===== src/rtl/branch_pkg.sv =====
// branch_pkg: shared types and constants for the branch recovery path
package branch_pkg;
    localparam int SLOT_N = 4;
    localparam int TARGET_W = 32;
    typedef logic [1:0] slot_idx_t;
    typedef enum logic [1:0] {IDLE, REDIRECT, DRAIN} redir_state_t;
    typedef logic [SLOT_N-1:0][TARGET_W-1:0] slot_target_t;
endpackage


===== src/rtl/sat_counter.sv =====
// sat_counter: up-counter that sticks at all-ones
module sat_counter #(
    parameter int W = 16
) (
    input  logic         clk,
    input  logic         rst_n,
    input  logic         inc,
    output logic [W-1:0] count
);
    // count up on inc, holding once every bit is set
    always_ff @(posedge clk or negedge rst_n)
        if (!rst_n) count <= '0;
        else if (inc && count != '1) count <= count + W'(1);
endmodule


===== src/rtl/branch_redirect_ctrl.sv =====
// branch_redirect_ctrl: captures a mispredict, issues a held redirect, then drains
module branch_redirect_ctrl
    import branch_pkg::*;
#(
    parameter int PC_W         = 32,
    parameter int DRAIN_CYCLES = 3,
    parameter int CNT_W        = 16
) (
    input  logic                         clk,
    input  logic                         rst_n,
    input  logic                         mis_valid,
    input  logic [1:0]                   mis_slot,
    input  logic [SLOT_N-1:0][PC_W-1:0]  slot_target,
    output logic                         redirect_valid,
    output logic [PC_W-1:0]              redirect_pc,
    input  logic                         redirect_ready,
    output logic                         flush_front,
    output logic [SLOT_N-1:0]            flush_mask,
    output logic                         stall_issue,
    output logic [CNT_W-1:0]             mispred_count
);
    redir_state_t state, state_nxt;
    logic [3:0]   drain_cnt;
    logic         capture;
    assign capture = state == IDLE && mis_valid;
    // state register
    always_ff @(posedge clk or negedge rst_n)
        if (!rst_n) state <= IDLE;
        else state <= state_nxt;
    // next-state: a branch seen outside IDLE belongs to the squashed path
    always_comb begin
        state_nxt = state;
        unique case (state)
            IDLE:     if (mis_valid) state_nxt = REDIRECT;
            REDIRECT: if (redirect_ready) state_nxt = DRAIN;
            DRAIN:    if (drain_cnt <= 4'd1) state_nxt = IDLE;
            default:  state_nxt = IDLE;
        endcase
    end
    // outputs decoded from registered state only, so ready never reaches valid
    always_comb begin
        redirect_valid = state == REDIRECT;
        stall_issue    = state != IDLE;
    end
    // capture target and squash mask; flush signals live for the first REDIRECT cycle only
    always_ff @(posedge clk or negedge rst_n)
        if (!rst_n) begin
            redirect_pc <= '0;
            flush_front <= 1'b0;
            flush_mask  <= '0;
        end else begin
            redirect_pc <= capture ? slot_target[mis_slot] : redirect_pc;
            flush_front <= capture;
            flush_mask  <= capture ? 4'(~((5'd2 << mis_slot) - 5'd1)) : '0;
        end
    // drain down-counter, armed by the redirect handshake
    always_ff @(posedge clk or negedge rst_n)
        if (!rst_n) drain_cnt <= '0;
        else if (state == REDIRECT && redirect_ready) drain_cnt <= 4'(DRAIN_CYCLES);
        else if (state == DRAIN) drain_cnt <= drain_cnt - 4'd1;
    sat_counter #(.W(CNT_W)) u_cnt (
        .clk   (clk),
        .rst_n (rst_n),
        .inc   (capture),
        .count (mispred_count)
    );
endmodule


===== config.mk =====
export PLATFORM = sky130hd
export DESIGN_NAME = branch_redirect_ctrl
export DESIGN_NICKNAME = d
export VERILOG_FILES = /design/src/rtl/branch_pkg.sv /design/src/rtl/sat_counter.sv /design/src/rtl/branch_redirect_ctrl.sv
export SDC_FILE = /design/constraint.sdc
export NUM_CORES = 1
export LEC_CHECK = 0
export ABC_AREA = 1
export BUFFER_PORTS_ARGS = -buffer_cell sky130_fd_sc_hd__buf_2
export CAP_MARGIN = 20
export CORE_MARGIN = 3
export CORE_UTILIZATION = 49
export CTS_CLUSTER_DIAMETER = 200
export DETAILED_ROUTE_END_ITERATION = 6
export GPL_TIMING_DRIVEN = 0
export PLACE_DENSITY = 0.86
export SYNTH_ARGS = -nofsm -noshare
export SYNTH_HDL_FRONTEND = slang
export SYNTH_SLANG_ARGS = --single-unit
export TNS_END_PERCENT = 10

===== constraint.sdc =====
create_clock -name clk -period 2.8 [get_ports clk]
set_input_delay 0.28 -clock clk [delete_from_list [all_inputs] [get_ports clk]]
set_output_delay 0.28 -clock clk [all_outputs]
set_load 0.1 [all_outputs]

==> summary.md, run 1 <==
| Metric | Value |
|---|---|
| Status | `completed` |
| Commonest non-fill, non-tap cells in the layout | `buf_2 (193), nand2_1 (117), nor2_1 (116)` |
| Antenna violations before repair | `1` |
| Vias in the first global route | `4289` |
| Worst IR drop on VDD | `1053 µV` |
| FMAX | `614.3 MHz` |
| Avg Vias per Cell | `5.412` |
| Worst hold margin | `31.55 ps` |
| Critical R2R Launch | `u_cnt.count[0]$_DFFE_PN0P_` |
| Fillers | `601` |
| Final Worst Setup Slack | `1172 ps` |
| Antenna Nets Post-Route | `0` |
| Mean routed wirelength per cell | `15.38 µm` |
| Post-CTS Hold Buffers | `0` |
| Pwr/cell area | `1202 mW/mm²` |
| Final min period | `1628 ps` |
| Worst R2R Path Depth | `9` |
| Row cnt | `30` |
| Max Clock Skew | `5.203 ps` |
| Port bufs | `186` |
| Worst-margin pin slew | `799.6 ps` |
| Final HPWL DP | `9550 µm` |
| P&R area growth vs syn | `36.06%` |
| Final nets | `835` |
| Worst-path clk slew | `70 ps` |
| DRC | `0` |
| Largest net degree at the start of global routing | `34` |
| GRT overflow | `0` |
| Worst setup SP type | `flip-flop` |
| Seq pwr share | `0.242` |
| Initial Util | `0.5129` |
| Placement Setup Slack | `1247 ps` |
| Warning count from the yosys run | `0` |
| Internal | `2.251 mW` |
| Max_cap viols | `0` |
| Leak | `2.506 nW` |
| Slew Viols, Final | `0` |
| Mapped cell area | `0.003542 mm²` |
| Post-CTS setup buffer count | `0` |
| Most common cell after layout, fill and taps aside | `buf_2` |
| Clock network fraction of design power | `0.140` |
| Syn avg cell area | `7.084 µm²` |
| Core area | `0.006907 mm²` |
| Library cells used by synthesis | `33` |
| I/O pin total | `189` |
| Layout cells sized above 1 | `0.3405` |
| CP endpoint kind | `primary output` |
| Tcrit/Tclk final | `0.5813` |
| Worst-skew pair later-pin latency | `330 ps` |
| Post-synthesis sequential area ratio | `0.4097` |
| Worst rel slew slack | `0.4669` |
| Clock Tree Buf Depth | `2` |
| Synth Instances | `500` |
| Root buffer cell | `clkbuf_8` |
| Gate power share | `0.618` |
| Syn nets | `637` |
| Power Total | `5.795 mW` |
| Reg-to-Reg End | `u_cnt.count[12]$_DFFE_PN0P_` |
| Final setup fails | `0` |
| Global-route wire length before repair | `19830 µm` |
| Chip height | `91.02 µm` |
| RSZ-0062 raised after global routing | `false` |
| DR pass1 iterations | `5` |
| Hold/Removal Path Class | `in2async` |
| Depth of the CTS H-tree | `3` |
| R2R setup slack | `1240 ps` |
| Die width | `91.02 µm` |
| Routed WL | `12290 µm` |
| Switching Fraction | `0.6115` |
| Clk sinks | `58` |
| Layout Utilization | `0.6978` |
| CTS tree | `built` |
| CTS resizes | `0` |
| FF+latch count, synth | `58` |
| CTS Buf Count | `9` |
| GRT Total Usage | `0.2949` |
| Iter 0 DRT Violations | `233` |
| WP data arrival | `1350 ps` |
| Setup TNS | `0 ps` |
| NetSw | `3.543 mW` |
| Hold Violations, Final | `0` |
| Vias post-DR | `4324` |
| GPL Wtd Cong | `0.9267` |
| Worst EP required | `2520 ps` |
| DIE AREA | `0.008285 mm²` |
| Kind of critical path | `reg2out` |
| Max Fanout on Critical Path | `4` |
power by group through the flow:
stage / Clock [mW] / Sequential [mW] / Combinational [mW]
floorplan: 0 / 3.42 / 0.867
global placement: 0 / 1.39 / 3.53
detailed placement: 0 / 1.41 / 3.59
CTS: 0.812 / 1.40 / 3.59
global route: 0.855 / 1.44 / 3.74
finish: 0.813 / 1.40 / 3.58
per-layer routing:
metal  track usage  up-vias  wire [µm]
li1              -     2036          -
met3       0.06379       41       1156
met1        0.3393     2012       4544
met4        0.1420        0        444
met5             0        -          0
met2        0.5175      235       6144
cell type report:
type                    count  area, µm²  area share
plain buffers              30      155.1     0.03219
repair buffers            187      950.9      0.1973
multi-input cells         393       1859      0.3858
inverters                  19      76.32     0.01584
clock buffers              13      168.9     0.03505
flip-flops and latches     58       1451      0.3011
well taps                  96      120.1     0.02492
clock inverters             2      35.03    0.007269
diodes                      1      2.502   0.0005192
kinds of logic (layout without fill, tap and decap cells):
| logic type | after synthesis | in the layout | synth area share |
|---|---|---|---|
| other | 1 | 2 | 0.001059 |
| buffers and inverters | 49 | 251 | 0.06535 |
| flip-flops | 58 | 58 | 0.4097 |
| XOR/XNOR | 6 | 6 | 0.01484 |
| AND/OR/NAND/NOR | 266 | 266 | 0.3130 |
| adder cells (fa/ha/maj) | 3 | 3 | 0.01060 |
| AO/OA/AOI/OAI | 117 | 117 | 0.1854 |
cells in the mapped netlist:
| master | instances | area, µm² |
|---|---|---|
| nand2_1 | 117 | 439.2 |
| nor2_1 | 116 | 435.4 |
| dfrtp_1 | 58 | 1451 |
| o21ai_0 | 58 | 290.3 |
| o22ai_1 | 20 | 125.1 |
| inv_1 | 15 | 56.30 |
| o21ai_1 | 15 | 75.07 |
| clkbuf_1 | 14 | 52.55 |
| a31oi_1 | 12 | 75.07 |
| nand3_1 | 8 | 40.04 |
| buf_2 | 7 | 35.03 |
| buf_4 | 5 | 37.54 |
| nand2_2 | 5 | 31.28 |
| nor2_4 | 5 | 56.30 |
| a21oi_1 | 4 | 20.02 |
| nand4_1 | 4 | 25.02 |
| nor2_2 | 4 | 25.02 |
| xnor2_1 | 4 | 35.03 |
| ha_1 | 3 | 37.54 |
| inv_2 | 3 | 11.26 |
| nand2_4 | 3 | 33.78 |
| nor3_1 | 3 | 15.01 |
| buf_1 | 2 | 7.510 |
| buf_6 | 2 | 22.52 |
| o211ai_1 | 2 | 15.01 |
| o21ai_2 | 2 | 17.52 |
| o31ai_1 | 2 | 15.01 |
| xor2_1 | 2 | 17.52 |
| a21boi_0 | 1 | 7.510 |
| conb_1 | 1 | 3.750 |
| inv_6 | 1 | 8.760 |
| nand3b_1 | 1 | 7.510 |
| o21ai_4 | 1 | 16.27 |
critical path, stage by stage (launching register included):
cell and delay (ps):
dfrtp_1 420, nor2_1 150, buf_2 440
how the worst max path moves through the flow:
| stage | start | endpoint | cells after the start |
|---|---|---|---|
| CTS | state[1]$_DFFE_PN0P_ | redirect_valid | 2 |
| global placement | u_cnt.count[0]$_DFFE_PN0P_ | u_cnt.count[12]$_DFFE_PN0P_ | 9 |
| detailed placement | u_cnt.count[0]$_DFFE_PN0P_ | u_cnt.count[9]$_DFFE_PN0P_ | 9 |
| floorplan | state[1]$_DFFE_PN0P_ | drain_cnt[2]$_DFFE_PN0P_ | 4 |
| global route | u_cnt.count[0]$_DFFE_PN0P_ | u_cnt.count[9]$_DFFE_PN0P_ | 9 |
| finish | state[1]$_DFFE_PN0P_ | redirect_valid | 2 |
sequential cells by signal, summed over array words and instances (netlist names):
| register | flops |
|---|---|
| drain_cnt | 4 |
| flush_front | 1 |
| flush_mask | 3 |
| redirect_pc | 32 |
| state | 2 |
| u_cnt.count | 16 |
stage by stage:
stage          cells  cell area [µm²]
2_1_floorplan    500             3542
4_1_cts          798             4817
5_1_grt          799             4820
3_5_place_dp     783             4613
3_3_place_gp     782             4593
6_report         799             4820
Power figures use the tool's default switching activity.
==> inputs of run 2 (changes only) <==
--- a/config.mk
+++ b/config.mk
@@ -9,11 +9,11 @@
 export BUFFER_PORTS_ARGS = -buffer_cell sky130_fd_sc_hd__buf_2
 export CAP_MARGIN = 20
 export CORE_MARGIN = 3
-export CORE_UTILIZATION = 49
+export CORE_UTILIZATION = 41
 export CTS_CLUSTER_DIAMETER = 200
 export DETAILED_ROUTE_END_ITERATION = 6
 export GPL_TIMING_DRIVEN = 0
-export PLACE_DENSITY = 0.86
+export PLACE_DENSITY = 0.77
 export SYNTH_ARGS = -nofsm -noshare
 export SYNTH_HDL_FRONTEND = slang
 export SYNTH_SLANG_ARGS = --single-unit
==> constraint.sdc (replaced) <==
create_clock -name clk -period 1.3 [get_ports clk]
set_input_delay 0.13 -clock clk [delete_from_list [all_inputs] [get_ports clk]]
set_output_delay 0.13 -clock clk [all_outputs]
set_load 0.1 [all_outputs]
==> run 2 against run 1 <==
  * The flow now finishes with violations (setup timing)
  * Critical path depth rose by 6
  * Register-to-register slack got worse by 1400 ps
  * Via count fell by 1.7%
  * First-iteration DRC count fell by 2.6%
  * Die area rose by 18%
  * Utilization fell by 7.8 points
  * Critical path type is now reg2reg
==> summary.md, run 2 (synthesis results as in run 1) <==
| Metric | Value |
|---|---|
| Slowest cell on the critical path | `dfrtp_4` |
| Kind of critical path | `reg2reg` |
| DIE AREA | `0.009791 mm²` |
| WP data arrival | `1690 ps` |
| Top cell by count, worst path | `nand2_4` |
| GRT Total Usage | `0.2496` |
| Seq pwr share | `0.238` |
| Core area | `0.008299 mm²` |
| P&R area growth vs syn | `45.11%` |
| Inserted Diodes | `0` |
| Row cnt | `33` |
| DR pass1 iterations | `5` |
| Die width | `98.95 µm` |
| Routed WL | `12410 µm` |
| NetSw | `7.786 mW` |
| Final nets | `849` |
| Vias post-DR | `4249` |
| Worst setup SP type | `flip-flop` |
| Worst path cell trace | `ha_4 -> nand2_4 -> nor2_4 -> nand2_4 -> o21ai_4 -> buf_6 -> nand2_2 -> o21ai_2` |
| Final HPWL DP | `9582 µm` |
| Slew Viols, Final | `0` |
| Pwr/cell area | `2523 mW/mm²` |
| Clock Tree Buf Depth | `2` |
| I/O pin total | `189` |
| Internal | `5.184 mW` |
| Regs by FF count | `redirect_pc: 32 flops, u_cnt.count: 16 flops, drain_cnt: 4 flops` |
| Max Fanout on Critical Path | `5` |
| Global-route wire length before repair | `19580 µm` |
| RSZ-0062 raised after global routing | `true` |
| CP endpoint kind | `flip-flop` |
| Power Total | `12.97 mW` |
| Port bufs | `186` |
| Max_cap viols | `0` |
| Switching Fraction | `0.6003` |
| Buffers plus inverters on the worst setup path | `1` |
| Violated checks | `setup timing` |
| Initial Util | `0.4268` |
| Layout Utilization | `0.6193` |
| GPL Wtd Cong | `0.8935` |
| Worst-path clk slew | `70 ps` |
| Worst EP required | `1570 ps` |
| Antenna violations before repair | `1` |
| Max FFs per register | `32` |
| Final Worst Setup Slack | `-118.4 ps` |
| Worst-margin pin slew | `692.4 ps` |
| Hold/Removal Path Class | `in2reg` |
| Max Clock Skew | `11.88 ps` |
| Worst-skew pair later-pin latency | `340 ps` |
| Mean routed wirelength per cell | `15.11 µm` |
| Chip height | `98.95 µm` |
| Worst path top cell family by delay | `flip-flops` |
| Depth of the CTS H-tree | `3` |
| FMAX | `705.0 MHz` |
| Cell count after placement | `792` |
| CTS tree | `built` |
| Final setup fails | `20` |
| Clock network fraction of design power | `0.117` |
| Avg Vias per Cell | `5.175` |
| Clk sinks | `58` |
| Worst hold margin | `76.37 ps` |
| Antenna Nets Post-Route | `0` |
| Most common cell after layout, fill and taps aside | `buf_2` |
| Gate power share | `0.644` |
| Root buffer cell | `clkbuf_8` |
| GRT overflow | `0` |
| Biggest register | `redirect_pc` |
| Tcrit/Tclk final | `1.091` |
| Leak | `2.570 nW` |
| Commonest non-fill, non-tap cells in the layout | `buf_2 (169), nor2_1 (113), nand2_1 (111)` |
| Non-Filler Instances | `821` |
| Worst IR drop on VDD | `1351 µV` |
| Setup TNS | `-1787 ps` |
| Worst rel slew slack | `0.5384` |
| Largest net degree at the start of global routing | `32` |
| Layout cells sized above 1 | `0.3939` |
| Finished Cell Area | `0.005140 mm²` |
| Hold Violations, Final | `0` |
| Iter 0 DRT Violations | `227` |
| CTS Buf Count | `9` |
| Placement Setup Slack | `-201.0 ps` |
| Max stage delay on crit path | `450 ps` |
| Vias in the first global route | `4178` |
| Placed cell areas | `0.004690 mm²` |
| DRC | `0` |
| Final min period | `1418 ps` |
| Status | `finished with violations` |
[run 2: cell types whose count changed in the layout (fill, tap and decap cells not counted), moves of 8 or more]
cell and change:
dfrtp_1 -17, buf_2 -24, dfrtp_4 +8, buf_4 +22, dfrtp_2 +9
[run 2: final cells by class]
cell class                      count  area, µm²
Multi-Input combinational cell    393       1923
Tap cell                          105      131.4
Clock buffer                       15      176.4
Sequential cell                    58       1493
Fill cell                         768       3159
Buffer                             30      186.4
Timing Repair Buffer              201       1151
Inverter                           19      78.83
[run 2: timing repair]
action / in CTS / in global routing
pin swaps: 6 / 12
hold buffers: 2 / 0
hold endpoints to repair: 28 / 0
resized for setup: 33 / 27
setup buffers: 8 / 2
gates cloned: 0 / 2
endpoints found under the setup margin: 71 / 58
[run 2: worst paths after layout]
check / from / to / slack [ps] / depth (start not counted)
min in group asynchronous: rst_n / u_cnt.count[3]$_DFFE_PN0P_ / 370 / 2
max: u_cnt.count[1]$_DFFE_PN0P_ / u_cnt.count[2]$_DFFE_PN0P_ / -120 / 8
min reg2reg: redirect_pc[31]$_DFFE_PN0P_ / redirect_pc[31]$_DFFE_PN0P_ / 470 / 2
min: slot_target[33] / redirect_pc[1]$_DFFE_PN0P_ / 80 / 3
max in group asynchronous: rst_n / u_cnt.count[12]$_DFFE_PN0P_ / 300 / 3
max reg2reg: u_cnt.count[1]$_DFFE_PN0P_ / u_cnt.count[2]$_DFFE_PN0P_ / -120 / 8
[run 2: per-layer routing]
metal  track usage  vias up  share of wire
met1        0.2979     1998           0.39
met4       0.06828        2         0.0098
met5             0        -         0.0010
met2        0.4344      171           0.51
met3       0.07643       13          0.086
li1              -     2065              -
[run 2: power groups by stage]
stage	Combinational [mW]	Sequential, mW	Clock (mW)
2_1_floorplan	1.90	7.43	0
3_3_place_gp	7.69	3.05	0
3_5_place_dp	7.80	3.06	0
4_1_cts	8.17	3.07	1.56
5_1_grt	8.76	3.18	1.62
6_report	8.36	3.09	1.52
[run 2: worst min-delay path, delay by kind of cell]
family / cells / cell delay, ps
compound gates: 2 / 160
buf+inv: 1 / 80
